$ cat config.mk
export PLATFORM = sky130hd
export DESIGN_NAME = fetch_stage_flat
export DESIGN_NICKNAME = d
export VERILOG_FILES = /design/src/rtl/fetch_pkg.sv /design/src/rtl/fetch_stage_if.sv /design/src/rtl/fetch_stage.sv /design/src/flat_wrapper.sv
export SDC_FILE = /design/constraint.sdc
export NUM_CORES = 1
export LEC_CHECK = 0
export ABC_AREA = 1
export CAP_MARGIN = 25
export CORE_UTILIZATION = 58
export CTS_BUF_LIST = sky130_fd_sc_hd__clkbuf_8
export CTS_CLUSTER_SIZE = 25
export DETAILED_ROUTE_END_ITERATION = 10
export PLACE_DENSITY = 0.95
export SYNTH_ARGS = -nofsm -noshare
export SYNTH_HDL_FRONTEND = slang
export SYNTH_SLANG_ARGS = --single-unit
$ cat constraint.sdc
create_clock -name clk -period 19.7 [get_ports clk]
set_clock_uncertainty 0.15 [all_clocks]
set_input_delay 1.97 -clock clk [delete_from_list [all_inputs] [get_ports clk]]
set_output_delay 1.97 -clock clk [all_outputs]
set_load 0.01 [all_outputs]
$ cat src/rtl/fetch_pkg.sv
// Shared types and constants for the instruction-fetch stage.
// FETCH_MISALIGN_TRAP_EN adds the terminal HALT state to the state encoding.
package fetch_pkg;

  localparam int INSTR_W = 32;
  localparam logic [INSTR_W-1:0] NOP_INSTR = 32'h0000_0013;

  typedef enum logic [2:0] {
    ST_IDLE = 3'd0,
    ST_WAIT = 3'd1,
    ST_HOLD = 3'd2,
    ST_DROP = 3'd3
`ifdef FETCH_MISALIGN_TRAP_EN
    ,
    ST_HALT = 3'd4
`endif
  } fetch_state_t;

endpackage

$ cat src/rtl/fetch_stage_if.sv
// Instruction-memory request/response port: req/gnt handshake, rvalid/rdata response.
// master = fetch stage, slave = instruction memory.
interface fetch_stage_if;
  import fetch_pkg::*;

  logic               imem_req;
  logic [31:0]        imem_addr;
  logic               imem_gnt;
  logic               imem_rvalid;
  logic [INSTR_W-1:0] imem_rdata;

  modport master (
    output imem_req, imem_addr,
    input  imem_gnt, imem_rvalid, imem_rdata
  );

  modport slave (
    input  imem_req, imem_addr,
    output imem_gnt, imem_rvalid, imem_rdata
  );
endinterface

$ cat src/rtl/fetch_stage.sv
// Instruction-fetch stage: owns the PC, one outstanding imem request, feeds the F/D register.
// Optional FETCH_MISALIGN_TRAP_EN: a misaligned redirect raises sticky misalign_o and halts fetch.
//
// state | meaning
// IDLE  | request asserted for pc_q, nothing outstanding
// WAIT  | one request outstanding, waiting for rvalid
// HOLD  | response captured in the hold buffer while StallF=1
// DROP  | outstanding response belongs to a squashed path, discard it
// HALT  | misaligned redirect trapped, only rst leaves (trap build only)
module fetch_stage
  import fetch_pkg::*;
#(
  parameter logic [31:0] RESET_PC = 32'h0000_0000
) (
  input  logic               clk,
  input  logic               rst,
  input  logic               StallF,
  input  logic               PCSrcE,
  input  logic [31:0]        PCTargetE,
  fetch_stage_if.master      imem,
  output logic [INSTR_W-1:0] InstrF,
  output logic [31:0]        PCF,
  output logic [31:0]        PCPlus4F,
  output logic               ValidF,
  output logic               misalign_o
);

  fetch_state_t       state_q, state_d;
  logic [31:0]        pc_q, req_pc_q, hold_pc_q;
  logic [INSTR_W-1:0] hold_instr_q;
  logic [31:0]        target;
  logic               halted, redirect, fire;
  logic               deliver_mem, deliver_hold, capture, bubble;

`ifdef FETCH_MISALIGN_TRAP_EN
  logic bad_target;
  logic misalign_q;

  assign target     = PCTargetE;
  assign bad_target = |PCTargetE[1:0];
  assign halted     = (state_q == ST_HALT);
`else
  assign target     = PCTargetE & ~32'h3;
  assign halted     = 1'b0;
`endif

  // a redirect squashes everything in flight, even under a stall
  assign redirect       = PCSrcE & ~halted;
  assign fire           = imem.imem_req & imem.imem_gnt;
  assign imem.imem_addr = pc_q;
  assign bubble         = halted | redirect | (~StallF & ~deliver_mem & ~deliver_hold);

  always_ff @(posedge clk or posedge rst) begin
    if (rst) state_q <= ST_IDLE;
    else     state_q <= state_d;
  end

  always_comb begin
    state_d = state_q;
    unique case (state_q)
      ST_IDLE: if (fire) state_d = ST_WAIT;
      ST_WAIT: begin
        if (redirect)
          state_d = imem.imem_rvalid ? ST_IDLE : ST_DROP;
        else if (imem.imem_rvalid)
          state_d = StallF ? ST_HOLD : (fire ? ST_WAIT : ST_IDLE);
      end
      ST_HOLD: if (redirect || !StallF) state_d = ST_IDLE;
      // a redirect here only moves pc_q; the stale response still has to be absorbed
      ST_DROP: if (imem.imem_rvalid) state_d = ST_IDLE;
`ifdef FETCH_MISALIGN_TRAP_EN
      ST_HALT: state_d = ST_HALT;
`endif
      default: state_d = ST_IDLE;
    endcase
`ifdef FETCH_MISALIGN_TRAP_EN
    if (redirect && bad_target) state_d = ST_HALT;
`endif
  end

  always_comb begin
    imem.imem_req = 1'b0;
    deliver_mem   = 1'b0;
    deliver_hold  = 1'b0;
    capture       = 1'b0;
    unique case (state_q)
      ST_IDLE: imem.imem_req = ~redirect;
      ST_WAIT: begin
        if (imem.imem_rvalid && !redirect) begin
          if (StallF) begin
            capture = 1'b1;
          end else begin
            deliver_mem   = 1'b1;
            imem.imem_req = 1'b1;
          end
        end
      end
      ST_HOLD: deliver_hold = ~StallF & ~redirect;
      default: ;
    endcase
  end

  always_ff @(posedge clk or posedge rst) begin
    if (rst) begin
      pc_q         <= RESET_PC;
      req_pc_q     <= 32'h0;
      hold_pc_q    <= 32'h0;
      hold_instr_q <= '0;
      InstrF       <= NOP_INSTR;
      PCF          <= 32'h0;
      PCPlus4F     <= 32'h0;
      ValidF       <= 1'b0;
    end else begin
      if (redirect)  pc_q <= target;
      else if (fire) pc_q <= pc_q + 32'd4;

      if (fire) req_pc_q <= pc_q;

      if (capture) begin
        hold_instr_q <= imem.imem_rdata;
        hold_pc_q    <= req_pc_q;
      end

      // PCF/PCPlus4F keep the last real instruction's PC across bubbles
      if (deliver_mem) begin
        InstrF   <= imem.imem_rdata;
        PCF      <= req_pc_q;
        PCPlus4F <= req_pc_q + 32'd4;
        ValidF   <= 1'b1;
      end else if (deliver_hold) begin
        InstrF   <= hold_instr_q;
        PCF      <= hold_pc_q;
        PCPlus4F <= hold_pc_q + 32'd4;
        ValidF   <= 1'b1;
      end else if (bubble) begin
        InstrF <= NOP_INSTR;
        ValidF <= 1'b0;
      end
    end
  end

`ifdef FETCH_MISALIGN_TRAP_EN
  always_ff @(posedge clk or posedge rst) begin
    if (rst)                          misalign_q <= 1'b0;
    else if (redirect && bad_target)  misalign_q <= 1'b1;
  end
  assign misalign_o = misalign_q;
`else
  assign misalign_o = 1'b0;
`endif

endmodule

$ cat src/flat_wrapper.sv
// flat-port wrapper written by rule: the top's interface ports become plain ports
module fetch_stage_flat import fetch_pkg::*;
#(
  parameter logic [31:0] RESET_PC = 32'h0000_0000
)
  (clk, rst, StallF, PCSrcE, PCTargetE, InstrF, PCF, PCPlus4F, ValidF, misalign_o, imem_imem_req, imem_imem_addr, imem_imem_gnt, imem_imem_rvalid, imem_imem_rdata);
  fetch_stage_if imem_i ();
  input  logic clk;
  input  logic rst;
  input  logic StallF;
  input  logic PCSrcE;
  input  logic [31:0] PCTargetE;
  output logic [INSTR_W-1:0] InstrF;
  output logic [31:0] PCF;
  output logic [31:0] PCPlus4F;
  output logic ValidF;
  output logic misalign_o;
  output wire logic [$bits(imem_i.imem_req)-1:0] imem_imem_req;
  output wire logic [$bits(imem_i.imem_addr)-1:0] imem_imem_addr;
  input wire logic [$bits(imem_i.imem_gnt)-1:0] imem_imem_gnt;
  input wire logic [$bits(imem_i.imem_rvalid)-1:0] imem_imem_rvalid;
  input wire logic [$bits(imem_i.imem_rdata)-1:0] imem_imem_rdata;
  assign imem_imem_req = imem_i.imem_req;
  assign imem_imem_addr = imem_i.imem_addr;
  assign imem_i.imem_gnt = imem_imem_gnt;
  assign imem_i.imem_rvalid = imem_imem_rvalid;
  assign imem_i.imem_rdata = imem_imem_rdata;
  fetch_stage #(.RESET_PC(RESET_PC)) u_core (.clk(clk), .rst(rst), .StallF(StallF), .PCSrcE(PCSrcE), .PCTargetE(PCTargetE), .imem(imem_i), .InstrF(InstrF), .PCF(PCF), .PCPlus4F(PCPlus4F), .ValidF(ValidF), .misalign_o(misalign_o));
endmodule
==> metrics.txt, run 1 <==
outcome=finished clean; Mean Syn Cell Area=8.55 sq um; slew margin rel.=38.6%; Longest Clk Path Bufs=3; placed inst area=~12,000 sq um; period utilization=31.5%; CTS Root Cell=clkbuf_8; clk_lat worst skew=about 0.54 ns; Min-Delay Endpoint=u_core.ValidF; Multi-input gate area=4350 sq um; Seq/Total Area, Yosys=51.8%; simple logic cell fraction of the synthesized area=25.1%; number of cells on the worst hold path=2; final instance area=13,200 sq um; die height=~140 um; share of the synthesized area in the top cell type=51.1%; Hold WC Path Type=reg -> reg; CP delay by family, top=buffers and inverters; fin cells=1,657; Mapped Area=between 10,000 and 15,000 sq um; All-Layer GR Usage=30.5%; Clock Sink Count=217; Crit path top cell by count=clkdlybuf4s50_1; Tot Pwr=~1700 uW; Cell Rows=between 40 and 50; post-synthesis xor/xnor area fraction=1.92%; post-synthesis mux area share=under 10%; DR vias=9,298; CTS tree=yes; H-tree depth=2; WL final=27,000 um; leak pwr=between 0.005 and 0.006 uW; startpoint types=input pin; area of the die=18,600 sq um; shortest period the worst path allows=between 6 and 7 ns; worst slew pin tran=around 0.9 ns; Initial Util=between 60% and 70%; Port Buffers=191; vias in the first global route=9,147; worst-path maximum fanout=43; worst vdd ir=0.0888 mV; Syn. warnings=0; #FFs+latches synth=217; total grt overflow=0; 1st-iter DRT viols=743; setup tns final=0 ns; number of max-cap violations=0; fmax=~160 MHz; cell taking the most area after synthesis=dfrtp_1; DRT Pass-1 Iters=5; number of CTS-inserted buffers=35; largest net degree at the start of global routing=about 150; R2R depth=10; Mapped Cells=between 1,000 and 1,500; Placed Cells=around 1,600; first-pass GRT wire length=44,800 um; # Post-CTS Setup Buffers=0; vias per cell=5.61; main combinational cell family by area after synthesis=simple AND/OR/NAND/NOR gates; Crit. End Element=primary output; DIE WIDTH=136 um; min-delay src=u_core.ValidF; dpl hpwl=around 19,000 um; Fill cells=1,212; Reg2Reg Setup Slack=15.26 ns; crit path kind=in -> out; NumNets Final=1,479; Async S/R FF share, synth=100%; Post-synth EDFFs=0; routability congestion estimate=about 0.95; CP arrival=around 4 ns; critical path, cell by cell=clkdlybuf4s50_1, buf_4, nor2_2, nand3_4, o21ai_2, clkdlybuf4s50_1; Compound-Gate Fraction of Synth Area=10.2%; Detail Route Antenna Nets=0; Antenna diodes=0; share of cells above drive strength 1=between 10% and 20%; core box area=17,500 sq um; area grow syn2layout=25.5%; Worst EP required=17.58 ns; Worst R2R Start=u_core.state_q[1]; crit path buf inv count=3; dominant register cell in the synthesized netlist=dfrtp_1; capture point of the worst reg-to-reg path=u_core.PCPlus4F[8]; DRC=0; Pwr Density=131 nW/um^2; fin. max-slew vios=0; total area of sequential cells=approximately 5400 sq um; initial antenna violation count=0; IO Pins=201; Post-Synth Adder-Cell Area=0.239%; hold_buf cts=0; top cells by area, synth=dfrtp_1 51%, nand2_1 13%, o21ai_0 4.0%; RSZ-0062 raised after global routing=false; cts repair resizes=0; final setup vio count=0; CP peak stage delay=0.57 ns; slowest CP cell=clkdlybuf4s50_1; Fin. Hold Viols=0; Worst-path clk slew=~0.06 ns; Synth cell types=45; WL/cell=16.3 um
[cell usage after synthesis (2+ instances only)]
cell	count
o221ai_1	8
nand4_1	12
nor2_1	80
xnor2_1	3
o21ai_0	83
dfrtp_1	214
or2_2	4
nand3b_1	2
a21oi_1	17
buf_4	9
a31oi_1	6
xor2_1	20
nand2_4	4
dfstp_2	3
clkbuf_1	26
nor2_4	9
nand2_1	377
buf_6	5
nor3_1	15
nor2_2	10
inv_1	103
ha_1	2
nor4_1	3
mux2_2	31
o31ai_1	3
o22ai_1	4
buf_2	17
o21a_1	5
inv_2	6
o211ai_1	45
nand3_1	69
buf_1	3
nand2_2	14
mux2_1	3
[cells by family after synthesis]
logic type / count (synthesis)
compound gates: 175
buf+inv: 170
fa+ha+maj: 2
mux: 34
simple gates: 604
other cells: 1
xor+xnor: 23
flops: 217
[how the worst max path moves through the flow]
stage | from | end | slack [ns] | cells past startpoint
2_1_floorplan | rst | u_core.InstrF[10] | 11.65 | 1
3_3_place_gp | PCSrcE | imem_imem_req | 13.50 | 6
3_5_place_dp | PCSrcE | imem_imem_req | 13.50 | 6
4_1_cts | PCSrcE | imem_imem_req | 13.49 | 6
5_1_grt | PCSrcE | imem_imem_req | 13.37 | 6
6_report | PCSrcE | imem_imem_req | 13.49 | 6
[per-stage QoR]
step                utilization (%)  setup slack (ns)  hold slack (ns)
floorplan                         -             11.65            0.303
global placement               71.2             13.50            0.315
detailed placement             71.3             13.50            0.318
CTS                            75.1             13.49            0.333
global route                   75.3             13.37            0.344
finish                         75.3             13.49            0.334
[worst min-delay path, stage by stage, from the launching register on]
cell	delay (ns)
dfrtp_1	0.34
nand2_1	0.05
nand2_1	0.06
[cells in the final DEF, fill, tap and decap left out, types with 2 or more instances in the layout]
| master | instances |
|---|---|
| clkinv_2 | 2 |
| o221ai_1 | 8 |
| conb_1 | 7 |
| o21ai_0 | 83 |
| nand2_4 | 4 |
| a21oi_1 | 17 |
| xor2_1 | 20 |
| o21a_1 | 5 |
| nand2_2 | 15 |
| dfstp_2 | 3 |
| inv_2 | 6 |
| dfrtp_1 | 214 |
| nand3_1 | 69 |
| nor3_1 | 15 |
| mux2_1 | 3 |
| or2_2 | 4 |
| nand3b_1 | 2 |
| nor2_4 | 10 |
| clkbuf_8 | 42 |
| mux2_2 | 31 |
| nor4_1 | 3 |
| o211ai_1 | 45 |
| o31ai_1 | 3 |
| a31oi_1 | 6 |
| clkdlybuf4s50_1 | 191 |
| nor2_2 | 11 |
| nand2_1 | 376 |
| ha_1 | 2 |
| buf_4 | 6 |
| inv_1 | 118 |
| xnor2_1 | 3 |
| o22ai_1 | 4 |
| nor2_1 | 78 |
| nand4_1 | 12 |
[state kept, by name, indices dropped and copies added (netlist names)]
register	flops
u_core.InstrF	32
u_core.hold_instr_q	32
u_core.PCF	30
u_core.PCPlus4F	30
u_core.state_q	2
u_core.req_pc_q	30
u_core.imem.imem_addr	30
u_core.ValidF	1
u_core.hold_pc_q	30
[power breakdown]
part | switching, uW | internal, uW | total, uW
Combinational | 333 | 281 | 614
Clock | 175 | 193 | 369
Sequential | 118 | 618 | 736
Total | 627 | 1090 | 1720
[area by class of cell]
class,instances,share of cell area [%]
Sequential cell,217,41.3
Clock buffer,42,4.39
Tap cell,225,2.14
Timing Repair Buffer,199,15.2
Clock inverter,20,0.656
Inverter,109,3.17
Multi-Input combinational cell,845,33.1
[metal layers]
metal	vias up	wire (um)	global-route usage [%]
met3	81	2030	6.04
li1	4340	-	-
met1	4409	11600	42.2
met4	0	957	13.8
met2	468	12400	46.6
met5	-	0	0
(Power assumes the default switching activity.)
==> run 2, diff against run 1 <==
- CORE_UTILIZATION: 58 -> 49
- PLACE_DENSITY: 0.95 -> 0.88
- clock period: 19.7 -> 5.3 ns (I/O delays scaled with it)
==> run 2 against run 1 <==
  * Global-route usage fell by 6.2 points
  * Largest power group unchanged
  * Sequential power increased to 3.7 times the previous value
  * Total power grew to 3.7 times the previous value
  * Sequential share of layout area down 0.38 points
  * Setup slack worse by 12 ns
==> metrics.txt, run 2 (synthesis gave the netlist of run 1 again) <==
outcome=finished clean; IO Pins=201; worst-path maximum fanout=50; CTS tree=yes; Hold WC Path Type=in -> async; Port Buffers=between 150 and 200; core box area=21,000 sq um; die height=148 um; total grt overflow=0; hold_buf cts=0; slew margin rel.=36.5%; Antenna diodes=0; Worst-path clk slew=0.07 ns; crit path buf inv count=3; P_int=about 4100 uW; setup tns final=0 ns; Initial Util=49.9%; slowest CP cell=inv_1; number of CTS-inserted buffers=36; top flop regs=u_core.InstrF: 32 flops, u_core.hold_instr_q: 32 flops; CTS Root Cell=clkbuf_8; Hold WS=~0.13 ns; # Post-CTS Setup Buffers=0; leading cell type in the layout, fill and taps excluded=nand2_1; share of cells above drive strength 1=10.8%; DRC=0; dpl hpwl=18,300 um; Crit. End Element=flip-flop; period utilization=64.0%; CP delay by family, top=buffers and inverters; Fin. Hold Viols=0; initial antenna violation count=0; CP peak stage delay=around 0.79 ns; CP arrival=around 3.6 ns; fin. max-slew vios=0; vias per cell=5.27; Comb power frac=35.3%; worst vdd ir=0.320 mV; Detail Route Antenna Nets=0; shortest period the worst path allows=3.39 ns; Psw=about 2300 uW; NumNets Final=around 1,500; Worst R2R Start=u_core.state_q[1]; Reg2Reg Setup Slack=~1.9 ns; CP endpoint=u_core.PCPlus4F[20]; final setup vio count=0; Longest Clk Path Bufs=3; commonest non-fill, non-tap cells in the layout=376 x nand2_1, 214 x dfrtp_1, 191 x clkdlybuf4s50_1; Pwr Density=483 nW/um^2; DIE WIDTH=between 100 and 150 um; routability congestion estimate=a little under 0.9; clk_lat worst skew=0.52 ns; Crit. path cell count=9; number of max-cap violations=0; Cell Rows=53; R2R depth=9; clock power share=22.0%; fmax=295 MHz; worst slew pin tran=between 0.9 and 1 ns; capture point of the worst reg-to-reg path=u_core.PCPlus4F[20]; critical path, cell by cell=nor2_4, nand3_4, inv_1, nor2_4, inv_1, buf_4, nand2_1, o22ai_1, nor2_1; RSZ-0062 raised after global routing=false; Clock Sink Count=217; first-pass GRT wire length=42,700 um; DR vias=approximately 9,000; DRT Pass-1 Iters=5; All-Layer GR Usage=24.3%; Critical path origin=u_core.state_q[1]; H-tree depth=2; WL/cell=15.3 um; crit path kind=reg -> reg; part of the power in registers=42.6%; switch share=36.1%; leak pwr=0.00600 uW; Worst EP required=about 5.6 ns; area grow syn2layout=26.6%; area of the die=22,000 sq um; WL final=26,300 um; 1st-iter DRT viols=789; largest net degree at the start of global routing=133; cts repair resizes=0; startpoint types=flip-flop; vias in the first global route=around 8,500
run 2: layer usage:
metal  wire length, um  global-route usage [%]  up-vias
li1                  -                       -     4351
met1             12100                    35.7     4294
met2             11900                    37.0      351
met3              1670                    3.96       44
met4               597                    7.22        0
met5                 0                       0        -
run 2: layout make-up:
class,instances,area (sq um)
fillers,1696,7740
flip-flops and latches,217,5430
multi-input cells,845,4350
repair buffers,203,2030
clock buffers,44,606
inverters,109,413
well taps,275,344
clock inverters,22,98.8
run 2: stage by stage:
stage                     cells  utilization, %  setup WS [ns]  instance area, sq um  power (uW)
final                      1715            63.2           1.91                 13300        6410
after global routing       1715            63.2           1.56                 13300        6830
after CTS                  1715            63.2           1.85                 13300        6430
after detailed placement   1649            59.8           1.66                 12600        5000
after global placement     1649            59.8           1.73                 12600        4890
after floorplan            1232               -           1.80                 10500        3960
run 2: worst min-delay path by stage:
stage / start / end
3_3_place_gp: u_core.hold_instr_q[4] / u_core.hold_instr_q[4]
4_1_cts: rst / u_core.InstrF[29]
3_5_place_dp: u_core.PCPlus4F[22] / u_core.PCPlus4F[22]
2_1_floorplan: u_core.hold_instr_q[4] / u_core.hold_instr_q[4]
6_report: rst / u_core.InstrF[29]
5_1_grt: rst / u_core.InstrF[29]
run 2: worst reg2reg max path: stages (launching register included):
cell and delay, ns:
dfrtp_1 0.48, nor2_4 0.63, nand3_4 0.32, inv_1 0.79, nor2_4 0.03, inv_1 0.08
buf_4 0.41, nand2_1 0.19, o22ai_1 0.15, nor2_1 0.06
run 2: power by group through the flow:
stage	clock network, uW	logic (uW)	registers [uW]
after floorplan	0	1190	2760
after global placement	0	2180	2710
after detailed placement	0	2260	2750
after CTS	1440	2270	2720
after global routing	1510	2510	2800
final	1410	2260	2730
